## config.mk

```make
export PLATFORM = sky130hd
export DESIGN_NAME = periph_bridge
export DESIGN_NICKNAME = d
export VERILOG_FILES = /design/src/rtl/periph_bridge.sv
export SDC_FILE = /design/constraint.sdc
export NUM_CORES = 1
export LEC_CHECK = 0
export ABC_CLOCK_PERIOD_IN_PS = 2250
export BUFFER_PORTS_ARGS = -buffer_cell sky130_fd_sc_hd__buf_2
export CORE_ASPECT_RATIO = 0.7
export CORE_MARGIN = 5
export CORE_UTILIZATION = 30
export DETAILED_ROUTE_END_ITERATION = 16
export SKIP_LAST_GASP = 1
export SLEW_MARGIN = 20
export SYNTH_ARGS = -nofsm -noshare
export SYNTH_HDL_FRONTEND = slang
export SYNTH_SLANG_ARGS = --single-unit
```

## constraint.sdc

```tcl
create_clock -name clk_i -period 2.25 [get_ports clk_i]
set_input_delay 0.225 -clock clk_i [delete_from_list [all_inputs] [get_ports clk_i]]
set_output_delay 0.225 -clock clk_i [all_outputs]
set_load 0.005 [all_outputs]
```

## src/rtl/periph_bridge.sv

```systemverilog
// Single-master to NSLV-slave bridge: registers the request, decodes the address to one
// chip select, waits for slave ready or timeout, and returns a one-cycle response strobe.
module periph_bridge #(
  parameter int                 NSLV       = 4,
  parameter logic [NSLV*32-1:0] BASE_ADDRS = {32'h0000_8010, 32'h0000_8000, 32'h0000_7F00, 32'h0000_0000},
  parameter logic [NSLV*32-1:0] ADDR_MASKS = {32'hFFFF_FFFC, 32'hFFFF_FFF0, 32'hFFFF_FF00, 32'hFFFF_8000},
  parameter int                 TIMEOUT    = 16
) (
  input  logic               clk_i,
  input  logic               reset_i,
  input  logic               req_i,
  input  logic [31:0]        addr_i,
  input  logic               wen_i,
  input  logic [31:0]        wdata_i,
  input  logic [3:0]         wmask_i,
  output logic [31:0]        rdata_o,
  output logic               done_o,
  output logic               err_o,
  output logic               busy_o,
  output logic [7:0]         err_cnt_o,
  output logic [NSLV-1:0]    s_csb_o,
  output logic               s_wen_o,
  output logic [31:0]        s_addr_o,
  output logic [31:0]        s_wdata_o,
  output logic [3:0]         s_wmask_o,
  input  logic [NSLV*32-1:0] s_rdata_i,
  input  logic [NSLV-1:0]    s_ready_i
);

  // state  | meaning
  // IDLE   | waiting for req_i, decode on acceptance
  // ACCESS | chip select asserted, waiting for ready or timeout
  // RESP   | one-cycle done_o strobe, then back to IDLE
  typedef enum logic [1:0] {IDLE = 2'd0, ACCESS = 2'd1, RESP = 2'd2} state_t;

  localparam int SW = (NSLV > 1) ? $clog2(NSLV) : 1;
  localparam int CW = (TIMEOUT > 0) ? $clog2(TIMEOUT + 1) : 1;
  localparam logic [CW-1:0] TMO_LAST = CW'(TIMEOUT - 1);

  state_t          state_q, state_nxt;
  logic [SW-1:0]   sel_q;
  logic [CW-1:0]   cnt_q;
  logic            hit;
  logic [SW-1:0]   hit_idx;
  logic [NSLV-1:0] hit_oh;
  logic            sel_ready;
  logic [31:0]     sel_rdata;
  logic            tmo;
  logic [7:0]      err_cnt_inc;

  // Scan from the top index down so the lowest matching slave is the last to overwrite.
  always_comb begin
    hit     = 1'b0;
    hit_idx = '0;
    hit_oh  = '0;
    for (int i = NSLV - 1; i >= 0; i--) begin
      if ((addr_i & ADDR_MASKS[i*32 +: 32]) == (BASE_ADDRS[i*32 +: 32] & ADDR_MASKS[i*32 +: 32])) begin
        hit       = 1'b1;
        hit_idx   = SW'(i);
        hit_oh    = '0;
        hit_oh[i] = 1'b1;
      end
    end
  end

  always_comb begin
    sel_ready = 1'b0;
    sel_rdata = '0;
    for (int i = 0; i < NSLV; i++) begin
      if (sel_q == SW'(i)) begin
        sel_ready = s_ready_i[i];
        sel_rdata = s_rdata_i[i*32 +: 32];
      end
    end
  end

  assign tmo         = (TIMEOUT != 0) && (cnt_q == TMO_LAST);
  assign err_cnt_inc = (err_cnt_o == 8'hFF) ? 8'hFF : err_cnt_o + 8'd1;
  assign done_o      = (state_q == RESP);
  assign busy_o      = (state_q != IDLE);

  always_ff @(posedge clk_i) begin
    if (reset_i) state_q <= IDLE;
    else         state_q <= state_nxt;
  end

  always_comb begin
    state_nxt = state_q;
    case (state_q)
      IDLE:    if (req_i) state_nxt = hit ? ACCESS : RESP;
      ACCESS:  if (sel_ready || tmo) state_nxt = RESP;
      RESP:    state_nxt = IDLE;
      default: state_nxt = IDLE;
    endcase
  end

  always_ff @(posedge clk_i) begin
    if (reset_i) begin
      s_csb_o   <= '1;
      s_wen_o   <= 1'b0;
      s_addr_o  <= '0;
      s_wdata_o <= '0;
      s_wmask_o <= '0;
      sel_q     <= '0;
      cnt_q     <= '0;
      rdata_o   <= '0;
      err_o     <= 1'b0;
      err_cnt_o <= '0;
    end else begin
      case (state_q)
        IDLE: begin
          if (req_i) begin
            s_wen_o   <= wen_i;
            s_addr_o  <= addr_i;
            s_wdata_o <= wdata_i;
            s_wmask_o <= wmask_i;
            sel_q     <= hit_idx;
            cnt_q     <= '0;
            if (hit) begin
              s_csb_o <= ~hit_oh;
            end else begin
              rdata_o   <= '0;
              err_o     <= 1'b1;
              err_cnt_o <= err_cnt_inc;
            end
          end
        end
        ACCESS: begin
          // Ready takes priority over a timeout landing in the same cycle.
          if (sel_ready) begin
            s_csb_o <= '1;
            rdata_o <= s_wen_o ? sel_rdata : 32'h0;
            err_o   <= 1'b0;
          end else if (tmo) begin
            s_csb_o   <= '1;
            rdata_o   <= '0;
            err_o     <= 1'b1;
            err_cnt_o <= err_cnt_inc;
          end else begin
            cnt_q <= cnt_q + 1'b1;
          end
        end
        default: ;
      endcase
    end
  end

endmodule

```

Yosys cells after proc, flatten, opt, wreduce, memory -nomap -nowiden. Cells that the tools add are included.

Add/sub/neg operators: 2. Equal/unequal tests: 18. Mux-type cells: 50. Bitwise gates (word level): 1. Reductions and logical operators: 12.

Operator list (count): 2-to-1 mux 32 bit (9); one-hot mux 32 bit (2 select lines) (1); 2-to-1 mux 8 bit (5); zero test 32 bit (1); 2-to-1 mux 4 bit (8); equality test 30 x 14 -> 1 bit, second input constant (1); equality test 28 x 12 -> 1 bit, second input constant (1); equality test 24 x 7 -> 1 bit, second input constant (1); one-hot mux 8 bit (2 select lines) (1); 2-to-1 mux 5 bit (3); 2-to-1 mux 2 bit (7); != test 2 bit, second input constant (7); 2-to-1 mux 1 bit (12); AND reduction 4 bit (3); one-hot mux 5 bit (2 select lines) (1); adder 8 x 1 -> 8 bit, second input constant (1); equality test 8 bit, second input constant (1); one-hot mux 4 bit (2 select lines) (1); equality test 2 bit, second input constant (3); adder 5 x 1 -> 5 bit, second input constant (1); equality test 5 x 4 -> 1 bit, second input constant (1); AND reduction 5 bit (1); equality test 2 x 1 -> 1 bit, second input constant (2); zero test 2 bit (2); 7 further kinds (9).

Register bits after elaboration: 123. Input port bits: 204. Output and inout port bits: 116.

Longest topological paths before layout. Gate-level depths: netlist of run 1.

Depth after elaboration: 9. Mapped depth: 9. Gate-level depth less buffers: 8.

Least setup slack after synthesis of run 1. No wires, ideal clock.

Kind: register -> register. Start point: reg cnt_q[0]. End point: reg err_cnt_o[5]. Library setup time: 91 ps. Data arrival time: 1856 ps. Data required time: 2159 ps. Path slack: 303 ps. Cell stages (with the launch flop): 10. Path buffers: 1. Path through: dfxtp_1 ha_1 and3_1 ha_1 nand2b_1 or3_1 o211ai_2 and2_2 buf_2 a311oi_1.

Cells in the longest elaborated chain, start to end: 3.

RTL lines: start, declared (line 42) `logic [CW-1:0] cnt_q;`; start signal, assigned (line 140) `cnt_q <= cnt_q + 1'b1;`; equality test 5 x 4 -> 1 bit (line 77) `assign tmo = (TIMEOUT != 0) && (cnt_q == TMO_LAST);`; != test 2 bit (no line); AND reduction 5 bit (no line); end signal, assigned (line 124) `err_cnt_o <= err_cnt_inc;`; end signal, assigned (line 138) `err_cnt_o <= err_cnt_inc;`; end, declared (line 20) `output logic [7:0] err_cnt_o,`.

Every way passes these cells. A chain may end at the register's enable or synchronous reset.

Final worst setup path of run 1. Ends and elaborated chain as after synthesis.

==> results by group, run 1 <==
Synth
  – Mean post-synth cell area: 9.59 µm²
  – Post-Syn Area: 0.00532 mm²
  – Area leader, netlist: dfxtp_1
  – Seq/Total Area, Yosys: 46.3%
  – Yosys cell types: 48
  – Number of synthesized flops with an enable pin: 0
  – Post-synth ARST share: 0%
  – Post-Syn Instances: 555
  – Synth top area cells: dfxtp_1, mux4_2, nand2_1, a21oi_1, a22o_1
  – Dominant synthesized flop cell: dfxtp_1
  – Yosys top cell area share: 46.3%
  – Syn_nets: 762
  – Ys Warns: 0
  – Register bit total from synthesis: 123

Layout
  – Post-layout util: 44.8%
  – Layout cells sized above 1: 47.3%
  – Layout net count: 1,069
  – Filler Cell Count: 1,755
  – Non-filler cells, final: 1,108
  – Synth-to-Final Area Change: 45.5%

Setup path
  – Crit-path max FO: 9
  – Most used cell, CP: ha_1
  – Worst setup EP type: register
  – CP Launch Type: register
  – CP max-delay cell: dfxtp_1
  – CP Launch Point: cnt_q[0]
  – Slowest cell delay on critical path: 360 ps
  – CP Class: register to register
  – Crit path arrival time: 2340 ps
  – Critical R2R Launch: cnt_q[0]
  – Worst R2R Setup Slack: 180 ps
  – CP Data Required Time: 2520 ps
  – Cell breakdown of the critical path: ha_1 -> and3_1 -> ha_1 -> nand2b_1 -> or3_1 -> o211ai_2 -> and2_2 -> a311oi_1
  – R2r worst-path depth: 8

Placed design
  – IO Port Bufs: 319
  – Gpl congestion: 0.773
  – Dpl hpwl: 13.7 mm
  – Dpl cells: 1,074

Power and ir drop
  – PwrDens: 714 mW/mm²
  – Flop pwr share: 41.6%
  – P_int: 4.19 mW
  – Leak pwr: 3.57 nW
  – Peak supply drop: 444 µV
  – Sw Ratio: 24.2%
  – Logic gate share of total power: 10.6%
  – Total power of the final layout: 5.53 mW
  – Clk pwr share: 47.8%
  – Net Sw Power: 1.34 mW

Die
  – Core Area: 0.0173 mm²
  – Die height: 121 µm
  – Initial Util: 30.8%
  – # rows: 40
  – Die ar.: 0.0205 mm²
  – Die width: 169 µm
  – Boundary Pins: 320

Timing
  – Final Critical Period: 2070 ps
  – Setup TNS: 0 ps
  – Worst Hold Slack: 58.0 ps
  – Max Slew Vio Count: 0
  – RSZ-0062 raised after global routing: no
  – Setup violations, final: 0
  – Clock skew: 11.1 ps
  – Worst slew margin: 68.9%
  – Hold Vio Cnt, Final: 0
  – Fmax: 484 MHz
  – Fin crit share: 91.9%
  – Slew at the pin closest to its max-slew limit: 464 ps

Drt
  – Vias: 5,220
  – Routed vias/inst: 4.71
  – Drt total wl: 17.7 mm
  – DRC: 0
  – DR WL/cell: 15.9 µm
  – Antenna viol nets, final: 0
  – DRT Pass-1 Iters: 5
  – Starting DRT DRC Count: 227

Clocking
  – # H-tree levels: 4
  – Worst-path clk slew: 60 ps
  – Cts hold-fix bufs: 0
  – CTS tree: done
  – CTS sink cnt: 123
  – Post_cts resized: 0
  – CTS Buffer Depth: 2
  – Worst-Skew Late Latency: 400 ps
  – Post CTS Setup Buffer Count: 0
  – CTS root buf: clkbuf_16
  – TritonCTS Buffers: 17

Global route
  – Grt total ovfl: 0
  – First-pass GRT wire length: 26.7 mm
  – Initial antenna violation count: 0
  – Largest net degree at the start of global routing: 75
  – GRT Util Overall: 16.2%
  – Vias in the first global route: 5,163

Min path
  – Hold Path Cell Cnt: 3
  – Min-Delay Path Class: input port to register
  – Hold Path Origin: wdata_i[16]

Job
  – Max Cap Violations: 0

Outcome
  – Outcome: completed
[per-layer routing]
layer  global-route usage [%]  vias to the layer above  routed length (µm)
li1                         -                     2608                   -
met1                     20.6                     2410                7800
met2                     26.0                      190                8140
met3                     5.76                       12                1510
met4                     4.83                        0                 216
met5                        0                        -                   0
[logic make-up after synthesis]
family | after synthesis | synth area share [%]
AND/OR/NAND/NOR | 208 | 17.4
adder cells (fa/ha/maj) | 3 | 0.706
flip-flops | 123 | 46.3
AO/OA/AOI/OAI | 131 | 16.0
multiplexers | 40 | 15.3
buffers and inverters | 48 | 4.00
XOR/XNOR | 2 | 0.329
[synthesized netlist by cell type, types with 3 or more instances]
library cell  count
nand2_1         149
dfxtp_1         123
a21oi_1          75
clkbuf_1         34
mux4_2           33
a22o_1           31
nor2_1           19
a31oi_1           6
mux2i_1           6
a211oi_1          5
buf_1             4
buf_6             4
inv_1             4
nand2b_1          4
nor2b_1           4
nor4_1            4
nor4_2            4
a311oi_1          3
and2_1            3
and3_1            3
ha_1              3
nand3_1           3
nor3_1            3
[critical path, delay by kind of cell, from the launching register on]
kind | cells | cell delay (ps)
AOI/OAI and AO/OA | 2 | 290
adders and majority gates | 2 | 390
and+or+nand+nor | 4 | 910
DFF | 1 | 360
[area by class of cell]
class	instances	area, µm²	share of cell area [%]
Timing Repair Buffer	332	1740	22.5
Antenna cell	2	5.00	0.0646
Multi-Input combinational cell	384	2650	34.2
Sequential cell	123	2460	31.8
Tap cell	231	289	3.73
Clock inverter	14	146	1.89
Inverter	4	15.0	0.194
Clock buffer	18	429	5.54
[layout by cell type, fill, tap and decap left out, types with 5 or more instances in the layout]
| cell type | Yosys | layout |
|---|---|---|
| buf_2 | 2 | 319 |
| nand2_1 | 149 | 148 |
| dfxtp_1 | 123 | 121 |
| a21oi_1 | 75 | 75 |
| mux4_2 | 33 | 33 |
| a22o_1 | 31 | 31 |
| nor2_1 | 19 | 19 |
| clkbuf_16 | 0 | 17 |
| buf_4 | 0 | 9 |
| mux2i_1 | 6 | 6 |
| a31oi_1 | 6 | 6 |
| a211oi_1 | 5 | 5 |
[power groups by stage]
| stage | Clock, mW | Sequential (mW) | Combinational (mW) |
|---|---|---|---|
| after floorplan | 0 | 2.35 | 0.246 |
| after global placement | 0 | 2.34 | 0.589 |
| after detailed placement | 0 | 2.34 | 0.594 |
| after CTS | 2.74 | 2.30 | 0.595 |
| after global routing | 2.84 | 2.31 | 0.653 |
| final | 2.64 | 2.30 | 0.586 |
[through the flow]
step                worst slack, ps  area (µm²)
floorplan                       303        5320
global placement                217        7160
detailed placement              194        7160
CTS                             182        7740
global route                   69.6        7740
finish                          183        7740
[worst paths after layout]
check             endpoint
max           err_cnt_o[5]
min          s_wdata_o[16]
max reg2reg   err_cnt_o[5]
min reg2reg     s_csb_o[1]
[sequential cells by signal (all words and copies together), names as in the netlist]
register,flops
s_wdata_o,32
cnt_q,5
s_wmask_o,4
s_wen_o,1
err_o,1
state_q,2
err_cnt_o,8
sel_q,2
s_csb_o,4
rdata_o,32
s_addr_o,32
Power figures use the tool's default switching activity.
==> run 2, diff against run 1 <==
--- a/config.mk
+++ b/config.mk
@@ -11,6 +11,7 @@
 export CORE_MARGIN = 5
 export CORE_UTILIZATION = 30
 export DETAILED_ROUTE_END_ITERATION = 16
+export PLACE_DENSITY = 0.64
 export SKIP_LAST_GASP = 1
 export SLEW_MARGIN = 20
 export SYNTH_ARGS = -nofsm -noshare
==> run 2 against run 1 <==
Against the previous run: critical path depth did not move; clock skew fell by 0.98 ps; register-to-register slack improved by 30 ps; combinational power grew 1%; routed wire length up 4.7%; design area down 0.26%; core utilization down 0.12 points; largest power group unchanged.
==> results by group, run 2 (same netlist as run 1, synthesis figures left out) <==
Layout
  – Commonest non-fill, non-tap cell in the layout: buf_2
  – # diodes: 0 (-2)
  – Layout net count: 1,068 (-0.094%)
  – Reg area: 0.00246 mm² (unchanged)
  – Commonest non-fill, non-tap cells in the layout: buf_2, nand2_1, dfxtp_1
  – Biggest regs: rdata_o x32, s_addr_o x32, s_wdata_o x32
  – Synth-to-Final Area Change: 45.2%
  – Area of the multi-input gates: 0.00266 mm² (+0.47%)
  – Layout cells sized above 1: 47.4% (+0.048 points)
  – Filler Cell Count: 1,705 (-2.8%)

Timing
  – Fin crit share: 90.3% (-1.5 points)
  – Final WS setup: 217 ps (+34.6 ps)
  – Setup TNS: 0 ps (unchanged)
  – RSZ-0062 raised after global routing: no
  – Final Critical Period: 2030 ps (-34.6 ps)
  – Hold Vio Cnt, Final: 0 (unchanged)
  – Setup violations, final: 0 (unchanged)
  – Fmax: 492 MHz (+1.7%)
  – Max Slew Vio Count: 0 (unchanged)
  – Clock skew: 10.2 ps (-0.976 ps)
  – Worst slew margin: 67.1% (-1.7 points)
  – Slew at the pin closest to its max-slew limit: 493 ps (+28.7 ps)

Min path
  – Min-Delay Path Class: input port to register

Clocking
  – Worst-path clk slew: 60 ps (about the same)
  – CTS root buf: clkbuf_16
  – CTS tree: done
  – Worst-Skew Late Latency: 400 ps (about the same)
  – CTS Buffer Depth: 2 (unchanged)
  – # H-tree levels: 4 (unchanged)
  – TritonCTS Buffers: 17 (unchanged)
  – Cts hold-fix bufs: 0 (unchanged)
  – CTS sink cnt: 123 (unchanged)

Die
  – Initial Util: 30.8% (unchanged)
  – Die ar.: 0.0205 mm² (unchanged)
  – Die height: 121 µm (unchanged)
  – Die width: 169 µm (unchanged)
  – # rows: 40 (unchanged)
  – Core Area: 0.0173 mm² (unchanged)
  – Boundary Pins: 320 (unchanged)

Job
  – Max Cap Violations: 0 (unchanged)

Placed design
  – Pre-CTS WS: 175 ps (-19.3 ps)
  – Gpl congestion: 0.789 (+2.1%)
  – IO Port Bufs: 319 (unchanged)
  – Dpl hpwl: 14.2 mm (+3.6%)

Power and ir drop
  – Peak supply drop: 387 µV (-13%)
  – Leak pwr: 3.56 nW (-0.24%)
  – PwrDens: 714 mW/mm² (about the same)

Outcome
  – Outcome: completed

Setup path
  – Worst setup EP type: register
  – Cell breakdown of the critical path: ha_1 -> and3_1 -> ha_2 -> nand2b_1 -> or3_1 -> o211ai_4 -> and2_4 -> a311oi_1
  – CP Launch Type: register
  – CP Class: register to register
  – CP Data Required Time: 2520 ps (about the same)
  – Crit-path max FO: 9 (unchanged)
  – CP max-delay cell: dfxtp_1
  – Worst R2R Setup Slack: 220 ps (+30 ps)
  – Slowest cell delay on critical path: 370 ps (about the same)
  – Crit path arrival time: 2300 ps (-40 ps)

Global route
  – First-pass GRT wire length: 28.2 mm (+5.5%)
  – Met2 usage: 27.9% (+1.9 points)
  – Met3 Track Usage GR: 6.28% (+0.52 points)
  – Grt peak-use layer: met2
  – Vias in the first global route: 5,250 (+1.7%)
  – Grt total ovfl: 0 (unchanged)
  – Initial antenna violation count: 1 (+1)
  – Met1 global-route usage: 21.8% (+1.2 points)
  – Largest net degree at the start of global routing: 73 (-2.7%)
  – GRT Util Overall: 17.0% (+0.82 points)

Drt
  – DRT Pass-1 Iters: 4 (-1)
  – DRC: 0 (unchanged)
  – Antenna viol nets, final: 0 (unchanged)
  – Drt total wl: 18.5 mm (+4.7%)
  – Starting DRT DRC Count: 271 (+19%)
  – Routed vias/inst: 4.78 (+1.5%)
  – DR WL/cell: 16.8 µm (+5.2%)
  – Vias: 5,276 (+1.1%)
## run 2: cell types whose count changed in the layout (fill, tap and decap cells not counted), sizes merged
cell	before	now
clkinv	6	8
buf	332	331
inv	7	4
clkinvlp	3	2
diode	2	0
## run 2: critical path: cells and delay by family, from the launching register on
kind / cells / cell delay [ps]
AND/OR/NAND/NOR: 4 / 900
adder cells (fa/ha/maj): 2 / 390
flip-flops: 1 / 370
AO/OA/AOI/OAI: 2 / 260
## run 2: timing repair
| item | CTS | global route |
|---|---|---|
| buffers inserted | 0 | 0 |
| endpoints found under the setup margin | 0 | 3 |
| resized for setup | 0 | 3 |
## run 2: where the power goes
| part | switching [mW] | internal (mW) |
|---|---|---|
| clock | 0.983 | 1.64 |
| sequential | 0.0396 | 2.26 |
| combinational | 0.293 | 0.299 |
| total | 1.32 | 4.20 |
## run 2: path summary, 6_finish.rpt
check	to	from	depth (start not counted)
worst max-delay path	err_cnt_o[5]	cnt_q[0]	8
worst min-delay path	s_wdata_o[11]	wdata_i[11]	3
worst max register to register	err_cnt_o[5]	cnt_q[0]	8
worst min register to register	s_wdata_o[25]	s_wdata_o[25]	2
## run 2: cell type report
cell class                      count  share of cell area (%)
Clock buffer                       18                    5.69
Clock inverter                     12                    1.64
Tap cell                          231                    3.74
Timing Repair Buffer              331                    22.4
Inverter                            4                   0.194
Multi-Input combinational cell    384                    34.5
Sequential cell                   123                    31.9
## run 2: per-layer routing
metal | vias to the layer above | part of all wire (%)
met5 | - | 0.038
met4 | 2 | 0.44
met3 | 8 | 9.4
met2 | 216 | 47
met1 | 2461 | 43
li1 | 2589 | -
## run 2: through the flow
stage / cells / total power [mW] / hold slack (ps) / cell area [µm²] / util (%)
3_5_place_dp: 1073 / 2.94 / 442 / 7140 / 41.4
4_1_cts: 1103 / 5.62 / 34.8 / 7710 / 44.7
2_1_floorplan: 555 / 2.60 / 361 / 5320 / -
6_report: 1103 / 5.51 / 61.2 / 7720 / 44.7
5_1_grt: 1103 / 5.78 / 47.0 / 7720 / 44.7
3_3_place_gp: 1073 / 2.93 / 439 / 7140 / 41.4
==> run 3, diff against run 2 <==
--- a/config.mk
+++ b/config.mk
@@ -5,13 +5,13 @@
 export SDC_FILE = /design/constraint.sdc
 export NUM_CORES = 1
 export LEC_CHECK = 0
-export ABC_CLOCK_PERIOD_IN_PS = 2250
+export ABC_CLOCK_PERIOD_IN_PS = 1700
 export BUFFER_PORTS_ARGS = -buffer_cell sky130_fd_sc_hd__buf_2
 export CORE_ASPECT_RATIO = 0.7
 export CORE_MARGIN = 5
 export CORE_UTILIZATION = 30
 export DETAILED_ROUTE_END_ITERATION = 16
-export PLACE_DENSITY = 0.64
+export PLACE_DENSITY = 0.66
 export SKIP_LAST_GASP = 1
 export SLEW_MARGIN = 20
 export SYNTH_ARGS = -nofsm -noshare
==> constraint.sdc (replaced) <==
create_clock -name clk_i -period 1.7 [get_ports clk_i]
set_input_delay 0.085 -clock clk_i [delete_from_list [all_inputs] [get_ports clk_i]]
set_output_delay 0.085 -clock clk_i [all_outputs]
set_load 0.005 [all_outputs]
==> run 3 against run 2 <==
Against the previous run: the flow now finishes with violations (setup timing); sequential power up 32%; fmax rose by 10%; largest power group unchanged; critical path type unchanged; global-route usage is 1.3 points higher.
==> results by group, run 3 (same netlist as run 1, synthesis figures left out) <==
Setup path
  – CP Class: register to register
  – CP Data Required Time: 2050 ps (-470 ps)
  – CP Launch Type: register
  – Crit path arrival time: 2190 ps (-110 ps)
  – Worst setup EP type: register
  – Crit-path max FO: 32 (+23)

Power and ir drop
  – Peak supply drop: 569 µV (+47%)
  – Leak pwr: 4.03 nW (+13%)
  – PwrDens: 873 mW/mm² (+22%)

Placed design
  – Pre-CTS WS: -149 ps (-324 ps)
  – IO Port Bufs: 319 (unchanged)
  – Gpl congestion: 0.868 (+10%)
  – DP Area: 0.00745 mm² (+4.3%)
  – Dpl hpwl: 14.7 mm (+3.7%)

Die
  – Initial Util: 30.8% (unchanged)
  – Die ar.: 0.0205 mm² (unchanged)
  – Core Area: 0.0173 mm² (unchanged)
  – # rows: 40 (unchanged)
  – Die height: 121 µm (unchanged)
  – Boundary Pins: 320 (unchanged)
  – Die width: 169 µm (unchanged)

Layout
  – Fin area: 0.00881 mm² (+14%)
  – Biggest regs: rdata_o x32, s_addr_o x32, s_wdata_o x32
  – Layout cells sized above 1: 47.0% (-0.40 points)
  – Synth-to-Final Area Change: 65.5%
  – Commonest non-fill, non-tap cell in the layout: buf_2
  – Commonest non-fill, non-tap cells in the layout: buf_2, nand2_1, dfxtp_1
  – Layout net count: 1,165 (+9.1%)
  – # diodes: 0 (unchanged)

Global route
  – Vias in the first global route: 5,781 (+10%)
  – Grt total ovfl: 0 (unchanged)
  – Largest net degree at the start of global routing: 47 (-36%)
  – First-pass GRT wire length: 29.7 mm (+5.5%)
  – Initial antenna violation count: 0 (-1)
  – GRT Util Overall: 18.3% (+1.3 points)

Drt
  – DRT Pass-1 Iters: 5 (+1)
  – DRC: 0 (unchanged)
  – Starting DRT DRC Count: 219 (-19%)
  – Routed vias/inst: 4.83 (+0.91%)
  – Antenna viol nets, final: 0 (unchanged)
  – DR WL/cell: 16.6 µm (-1.2%)
  – Drt total wl: 19.9 mm (+7.7%)
  – Vias: 5,802 (+10%)

Clocking
  – Worst-path clk slew: 50 ps (about the same)
  – CTS root buf: clkbuf_16
  – # H-tree levels: 4 (unchanged)
  – Worst-Skew Late Latency: 410 ps (about the same)
  – CTS tree: done
  – CTS sink cnt: 123 (unchanged)
  – TritonCTS Buffers: 17 (unchanged)
  – CTS Buffer Depth: 2 (unchanged)

Outcome
  – Failing checks: setup timing
  – Outcome: finished with violations

Timing
  – Slew at the pin closest to its max-slew limit: 478 ps (-14.9 ps)
  – Fin crit share: 108% (+18 points)
  – Max Slew Vio Count: 0 (unchanged)
  – Hold Vio Cnt, Final: 0 (unchanged)
  – RSZ-0062 raised after global routing: yes
  – Final Critical Period: 1840 ps (-190 ps)
  – Clock skew: 7.07 ps (-3.08 ps)
  – Final WS setup: -142 ps (-360 ps)
  – Setup violations, final: 45 (+45)
  – Fmax: 543 MHz (+10%)
  – Worst slew margin: 68.1% (+0.99 points)

Job
  – Max Cap Violations: 0 (unchanged)

Min path
  – Min-Delay Path Class: input port to register
[run 3: layout make-up]
type                       instances  area (µm²)
sequential                       123        2470
fill                            1616        8460
multi-input combinational        385        2750
clock buffer                      19         443
inverter                           4        15.0
timing repair buffer             427        2670
tap                              231         289
clock inverter                    13         168
[run 3: path summary, 6_finish.rpt]
| path | end | slack, ps | depth (start not counted) | startpoint |
|---|---|---|---|---|
| worst min-delay path | state_q[0] | 30 | 2 | reset_i |
| worst max-delay path | rdata_o[16] | -140 | 8 | cnt_q[1] |
| worst max register to register | rdata_o[16] | -140 | 8 | cnt_q[1] |
| worst min register to register | s_csb_o[1] | 440 | 2 | s_csb_o[1] |
[run 3: layer usage]
metal,part of all wire [%],routed length (µm),global-route usage [%]
met1,40,8020,21.6
met2,48,9610,30.5
met3,9.3,1850,6.74
met4,2.2,447,6.74
met5,0,0,0
[run 3: power breakdown]
group          switching, mW  internal, mW  leakage, nW  total, mW
Clock                   1.35          2.35        0.294       3.70
Combinational          0.430         0.519         2.73      0.949
Sequential            0.0556          2.99         1.01       3.04
Total                   1.83          5.86         4.03       7.69
[run 3: per-stage QoR]
step	power, mW	TNS (ps)	hold slack, ps	utilization, %	instances
after global routing	8.06	-8540	9.59	51.0	1202
after detailed placement	3.92	-5450	330	43.1	1099
final	7.69	-5180	30.2	51.0	1202
after global placement	3.91	-4620	326	43.1	1099
after floorplan	3.45	-3170	221	-	555
after CTS	7.79	-5640	5.98	50.9	1201
[run 3: worst max-delay path, stage by stage, from the launching register on]
cell	delay (ps)
dfxtp_2	330
ha_4	150
and3_4	180
ha_4	170
o31a_1	290
o21a_1	140
a21oi_4	150
buf_12	190
a22o_1	170
[run 3: timing repair]
| item | 4_1_cts | 5_1_grt |
|---|---|---|
| cloned | 0 | 1 |
| gates resized for setup | 8 | 2 |
| endpoints found under the setup margin | 50 | 52 |
| hold buffers | 66 | 0 |
| pin swaps | 7 | 11 |
| hold endpoints to repair | 68 | 0 |
| buffers inserted | 4 | 0 |
